### src/rtl/lut_serial_writer_pkg.sv
`default_nettype none
// ============================================================================
//  Module      : lut_serial_writer_pkg
//  Description : Shared types and helper functions for the serial LUT writer.
//                Contents: the writer state encoding, the table-size function
//                and a ceil(log2) helper used to size the counters.
//  Revision    : 1.0 - initial release
// ============================================================================
package lut_serial_writer_pkg;

    // PRERST is only reachable when LUT_SERIAL_WRITER_TGT_RESET_EN is defined.
    typedef enum logic [2:0] {
        IDLE   = 3'd0,
        PRERST = 3'd1,
        SETUP  = 3'd2,
        HIGH   = 3'd3,
        LOW    = 3'd4,
        TAIL   = 3'd5
    } state_t;

    // Total number of bits in a table image: 2**in_width entries of out_width.
    function automatic int table_bits(input int in_width, input int out_width);
        return (1 << in_width) * out_width;
    endfunction

    // Bits needed to hold values 0..value-1; never less than one.
    function automatic int clog2(input int value);
        int r;
        int v;
        r = 0;
        v = value - 1;
        while (v > 0) begin
            r = r + 1;
            v = v >> 1;
        end
        return (r == 0) ? 1 : r;
    endfunction

endpackage
`default_nettype wire

### src/rtl/lut_writer_half_timer.sv
`default_nettype none
// ============================================================================
//  Module      : lut_writer_half_timer
//  Description : Half-period timer for the serial LUT writer. A down-counter
//                that reloads to CLK_DIV-1 on i_load and flags o_expire while
//                it sits at zero, so each state lasts exactly CLK_DIV cycles
//                when the caller reloads on every expiry.
//  Ports       : clk      - system clock
//                rst      - synchronous active-high reset
//                i_load   - reload the counter to CLK_DIV-1
//                o_expire - counter is at zero (last cycle of the period)
//  Revision    : 1.0 - initial release
// ============================================================================
module lut_writer_half_timer #(
    parameter int WIDTH   = 1,
    parameter int CLK_DIV = 2
) (
    input  logic clk,
    input  logic rst,
    input  logic i_load,
    output logic o_expire
);

    localparam logic [WIDTH-1:0] C_RELOAD = WIDTH'(CLK_DIV - 1);

    logic [WIDTH-1:0] r_cnt;

    always_ff @(posedge clk) begin
        if (rst) begin
            r_cnt <= '0;
        end else if (i_load) begin
            r_cnt <= C_RELOAD;
        end else if (r_cnt != '0) begin
            r_cnt <= r_cnt - 1'b1;
        end
    end

    assign o_expire = (r_cnt == '0);

endmodule
`default_nettype wire

### src/rtl/lut_serial_writer.sv
`default_nettype none
// ============================================================================
//  Module      : lut_serial_writer
//  Description : Host-side programmer for a serially loaded LUT. Captures a
//                whole table image on an accepted start and shifts it out
//                MSB-first on sdo with a generated sclk and active-low cs_n,
//                leaving the target shift register equal to table_in.
//  Ports       : clk       - system clock, rising edge
//                rst       - synchronous active-high reset (aborts a load)
//                start     - load request, sampled only while busy=0
//                table_in  - table image, entry i at [(i+1)*OUT_WIDTH-1 -: OUT_WIDTH]
//                busy      - load in progress
//                done      - one-cycle completion pulse
//                sdo       - serial data to target d
//                sclk      - serial clock to target clk
//                cs_n      - active-low chip select to target
//                tgt_rst_n - active-low target reset (optional, see below)
//  Options     : LUT_SERIAL_WRITER_TGT_RESET_EN adds tgt_rst_n and a PRERST
//                phase that clears the target before each load; an abort by
//                rst also pulses tgt_rst_n low for one cycle.
//  Revision    : 1.0 - initial release
// ============================================================================
module lut_serial_writer
    import lut_serial_writer_pkg::*;
#(
    parameter  int IN_WIDTH   = 3,
    parameter  int OUT_WIDTH  = 4,
    parameter  int CLK_DIV    = 2,
    localparam int TABLE_BITS = table_bits(IN_WIDTH, OUT_WIDTH)
) (
    input  logic                  clk,
    input  logic                  rst,
    input  logic                  start,
    input  logic [TABLE_BITS-1:0] table_in,
    output logic                  busy,
    output logic                  done,
    output logic                  sdo,
    output logic                  sclk,
    output logic                  cs_n
`ifdef LUT_SERIAL_WRITER_TGT_RESET_EN
    ,
    output logic                  tgt_rst_n
`endif
);

    localparam int CW = clog2(TABLE_BITS + 1);
    localparam int TW = clog2(CLK_DIV);

    state_t                r_state;
    state_t                w_state_next;
    logic [TABLE_BITS-1:0] r_shadow;
    logic [TABLE_BITS-1:0] w_shadow_next;
    logic [CW-1:0]         r_bit_cnt;
    logic [CW-1:0]         w_bit_cnt_next;
    logic                  w_done_next;
    logic                  w_expire;
    logic                  w_timer_load;

    // Held loaded while idle so every new state starts a full half-period;
    // afterwards each expiry coincides with a state change and reloads it.
    assign w_timer_load = (r_state == IDLE) || w_expire;

    lut_writer_half_timer #(
        .WIDTH   (TW),
        .CLK_DIV (CLK_DIV)
    ) u_half_timer (
        .clk      (clk),
        .rst      (rst),
        .i_load   (w_timer_load),
        .o_expire (w_expire)
    );

    always_comb begin
        w_state_next   = r_state;
        w_shadow_next  = r_shadow;
        w_bit_cnt_next = r_bit_cnt;
        w_done_next    = 1'b0;
        case (r_state)
            IDLE: begin
                if (start) begin
                    w_shadow_next  = table_in;
                    w_bit_cnt_next = CW'(TABLE_BITS);
`ifdef LUT_SERIAL_WRITER_TGT_RESET_EN
                    w_state_next   = PRERST;
`else
                    w_state_next   = SETUP;
`endif
                end
            end
`ifdef LUT_SERIAL_WRITER_TGT_RESET_EN
            PRERST: begin
                if (w_expire) w_state_next = SETUP;
            end
`endif
            SETUP: begin
                if (w_expire) w_state_next = HIGH;
            end
            HIGH: begin
                if (w_expire) begin
                    w_bit_cnt_next = r_bit_cnt - 1'b1;
                    // The final bit is not shifted away: sdo keeps it through TAIL.
                    if (r_bit_cnt == CW'(1)) begin
                        w_state_next = TAIL;
                    end else begin
                        w_shadow_next = {r_shadow[TABLE_BITS-2:0], 1'b0};
                        w_state_next  = LOW;
                    end
                end
            end
            LOW: begin
                if (w_expire) w_state_next = HIGH;
            end
            TAIL: begin
                if (w_expire) begin
                    w_state_next = IDLE;
                    w_done_next  = 1'b1;
                end
            end
            default: w_state_next = IDLE;
        endcase
    end

    // Outputs are decoded from the next state and registered, so none of
    // them has a combinational path from an input.
    always_ff @(posedge clk) begin
        if (rst) begin
            r_state   <= IDLE;
            r_shadow  <= '0;
            r_bit_cnt <= '0;
            busy      <= 1'b0;
            done      <= 1'b0;
            sdo       <= 1'b0;
            sclk      <= 1'b0;
            cs_n      <= 1'b1;
`ifdef LUT_SERIAL_WRITER_TGT_RESET_EN
            // An abort wipes the partially loaded target for one cycle.
            tgt_rst_n <= (r_state == IDLE);
`endif
        end else begin
            r_state   <= w_state_next;
            r_shadow  <= w_shadow_next;
            r_bit_cnt <= w_bit_cnt_next;
            busy      <= (w_state_next != IDLE);
            done      <= w_done_next;
            sclk      <= (w_state_next == HIGH);
            cs_n      <= !(w_state_next inside {SETUP, HIGH, LOW, TAIL});
            if (w_state_next == SETUP || w_state_next == LOW) begin
                sdo <= w_shadow_next[TABLE_BITS-1];
            end
`ifdef LUT_SERIAL_WRITER_TGT_RESET_EN
            tgt_rst_n <= (w_state_next != PRERST);
`endif
        end
    end

endmodule
`default_nettype wire

### config.mk
export PLATFORM = sky130hd
export DESIGN_NAME = lut_serial_writer
export DESIGN_NICKNAME = d
export VERILOG_FILES = /design/src/rtl/lut_serial_writer_pkg.sv /design/src/rtl/lut_writer_half_timer.sv /design/src/rtl/lut_serial_writer.sv
export SDC_FILE = /design/constraint.sdc
export NUM_CORES = 1
export LEC_CHECK = 0
export CORE_MARGIN = 2
export CORE_UTILIZATION = 30
export CTS_CLUSTER_SIZE = 40
export DETAILED_ROUTE_END_ITERATION = 12
export GPL_TIMING_DRIVEN = 0
export PLACE_DENSITY_LB_ADDON = 0.2
export RECOVER_POWER = 25
export REMOVE_ABC_BUFFERS = 1
export SYNTH_ARGS = -nofsm -noshare
export SYNTH_HDL_FRONTEND = slang
export SYNTH_HIERARCHICAL = 1
export SYNTH_SLANG_ARGS = --single-unit
### constraint.sdc
create_clock -name clk -period 3.5 [get_ports clk]
set_input_delay 0.35 -clock clk [delete_from_list [all_inputs] [get_ports clk]]
set_output_delay 0.35 -clock clk [all_outputs]
set_load 0.005 [all_outputs]
==> flow_metrics.py <==
metrics = {
    "grt": {
        "antenna_found_initial": 0,
        "use_met2": 0.1915,
        "grtUsageTotal": 0.1255,
        "use_met1": 0.1718,
        "grt_pass1_vias": 1601,
        "grt_busiest_layer": "met2",
        "grt_max_degree": 46,
        "grt_use_met3": 0.03223,
        "grt_overflow_total": 0,
        "grt_pass1_wl_um": 7610,
    },
    "min_path": {
        "hold_path.class": "flip-flop to flip-flop",
        "hp-start": "r_shadow[7]",
        "holdPathStages": 2,
        "holdPathEnd": "r_shadow[7]",
    },
    "synth": {
        "avgSynthCellArea_um2": 9.060,
        "synth-seq-cells": 47,
        "yosysSeqAreaShare": 0.4555,
        "synth_warnings": 6,
        "yosysUniqueCellTypes": 40,
        "async_flop_share": 0,
        "synth_edf_count": 0,
        "syn_area_um2": 2066,
        "synthFlopType": "dfxtp_1",
        "netlist_instances": 228,
    },
    "clock_network": {
        "cts_tree": "built",
        "ctsResizeCount": 0,
        "clk_latency_ps": 300,
        "cts_made_buffers": 5,
        "hold_buffers": 0,
        "clk_pin_slew_ps": 80,
        "htree_levels": 2,
        "cts_buffer_depth": 2,
        "ctsRootBufferMaster": "clkbuf_8",
        "cts.sinks": 47,
        "cts_setup_buffers": 0,
    },
    "sta": {
        "skew_ps": 6.237,
        "setup_viol": 0,
        "hold_viol": 0,
        "tightest_slew_ps": 1270,
        "rsz0062_at_grt": "no",
        "setup_slack_ps": 946.8,
        "drv_slew": 0,
        "max_freq_ghz": 0.3917,
        "fin_hold_ws_ps": 475.0,
        "slew_headroom": 0.1532,
        "tns_ps": 0,
        "fin_crit_sh": 0.7295,
        "fin_crit_ps": 2553,
    },
    "setup_path": {
        "startpoint_type": "flip-flop",
        "rrSetupSlack_ps": 950,
        "regToRegStartpoint": "r_state[0]",
        "crit_type": "flip-flop to flip-flop",
        "r2r_cells": 4,
        "crit_path_max_fanout": 33,
        "arrival_ps": 2790,
        "path_cells": "nand4b_1, o21ba_1, mux2_1, a21oi_1",
        "slowest_stage": "o21ba_1",
        "r2r_end": "sdo",
        "crit_path_max_incr_delay_ps": 1130,
        "cp-end-kind": "flip-flop",
        "required_ps": 3730,
    },
    "layout": {
        "antenna_cells": 0,
        "largest_reg_flops": 32,
        "nFillCells": 699,
        "area_growth_pct": 24.89,
        "largestRegisters": "r_shadow: 32 flops, r_bit_cnt: 6 flops, r_state: 3 flops",
        "layout.nets": 291,
        "top_register": "r_shadow",
        "drive_above_1_share": 0.09449,
        "fin_area_um2": 2580,
        "final_cell_mix": "47 x dfxtp_1, 35 x a21oi_1, 33 x clkdlybuf4s50_1",
        "final_common_cell": "dfxtp_1",
    },
    "routing": {
        "wl_um": 4580,
        "vias": 1741,
        "drt_pass1_iterations": 4,
        "drt_iter0_markers": 88,
        "drtAntennaViolNets": 0,
        "wire_per_inst_um": 13.71,
        "drc_errors": 0,
        "post_drt_via_cell_ratio": 5.213,
    },
    "place": {
        "dp_slack_ps": 908.2,
        "portBuffers": 39,
        "gp_congestion": 0.7087,
        "place_area_um2": 2497,
        "hpwlAfterDp_um": 2870,
    },
    "pwr": {
        "max-vdd-ir-drop_v": 0.0001591,
        "p_leak_nw": 0.8797,
        "power_density_nw_per_um2": 433.5,
    },
    "die": {
        "rows": 30,
        "design.die.area_um2": 7566,
        "core_um2": 6719,
        "die_h_um": 86.98,
        "io_pins": 40,
        "die_w_um": 86.98,
        "initial_core_util": 0.3074,
    },
    "job": {
        "drv_cap": 0,
    },
    "run_status": {
        "status": "complete, no violations",
    },
}
-- worst max-delay path: cells and delay by family, from the launching register on --
kind,cells,cell delay [ps]
compound gates,2,1250
flops,1,560
mux,1,410
simple gates,1,250
-- worst max-delay path by stage --
stage          startpoint   to  slack, ps  cells after the start
6_report       r_state[0]  sdo        950                      4
5_1_grt        r_state[0]  sdo        680                      4
4_1_cts        r_state[0]  sdo        870                      4
3_5_place_dp   r_state[0]  sdo        910                      4
3_3_place_gp        start  sdo       -920                      5
2_1_floorplan  r_state[0]  sdo        600                      4
-- routing by layer --
layer	up-vias	wire [um]	part of all wire
li1	886	-	-
met1	815	2253	0.49
met2	35	2070	0.45
met3	5	200	0.044
met4	0	56	0.012
met5	-	0	0
-- power by group --
group | total [W] | switching, W | internal, W
sequential | 0.000594 | 0.0000218 | 0.000572
combinational | 0.000192 | 0.0000889 | 0.000103
clock | 0.000332 | 0.000177 | 0.000155
total | 0.00112 | 0.000288 | 0.000831
-- area by class of cell --
type | count | area [um^2] | area share
Sequential cell | 47 | 940.9 | 0.3647
Timing Repair Buffer | 42 | 422.9 | 0.1639
Tap cell | 80 | 100.1 | 0.03880
Clock inverter | 1 | 5.005 | 0.001940
Inverter | 6 | 22.52 | 0.008729
Clock buffer | 6 | 82.58 | 0.03201
Multi-Input combinational cell | 152 | 1006 | 0.3899
-- cells in the mapped netlist (2+ instances only) --
library cell  number  share of area
inv_1              6          0.011
buf_2             10          0.024
o21ai_0           23          0.056
o21ai_1           10          0.024
a2111oi_2          3          0.022
nand3_1            2         0.0048
nor3_2             3          0.015
xnor2_1            3          0.013
nor3_1             2         0.0048
o21a_1             2         0.0073
a22oi_1           30           0.11
a211oi_1           4          0.015
nor2_1             7          0.013
or2_2              3         0.0091
ha_1               2          0.012
a21oi_1           35          0.085
nand2b_1           3         0.0091
clkbuf_1          12          0.022
dfxtp_1           47           0.46
-- cell families after synthesis --
kind of cell,after synthesis,synth area share
AO/OA/AOI/OAI,114,0.3440
XOR/XNOR,4,0.01696
adder cells (fa/ha/maj),2,0.01211
buffers and inverters,29,0.06238
flip-flops,47,0.4555
multiplexers,2,0.01030
AND/OR/NAND/NOR,30,0.09874
-- through the flow --
stage	power, W	std cells	utilization
global placement	0.0007954	324	0.3646
global route	0.001178	334	0.3840
floorplan	0.0007131	205	-
detailed placement	0.0008022	327	0.3717
finish	0.001118	334	0.3840
CTS	0.001135	334	0.3847
No activity file was read; power rests on OpenSTA's default activity.
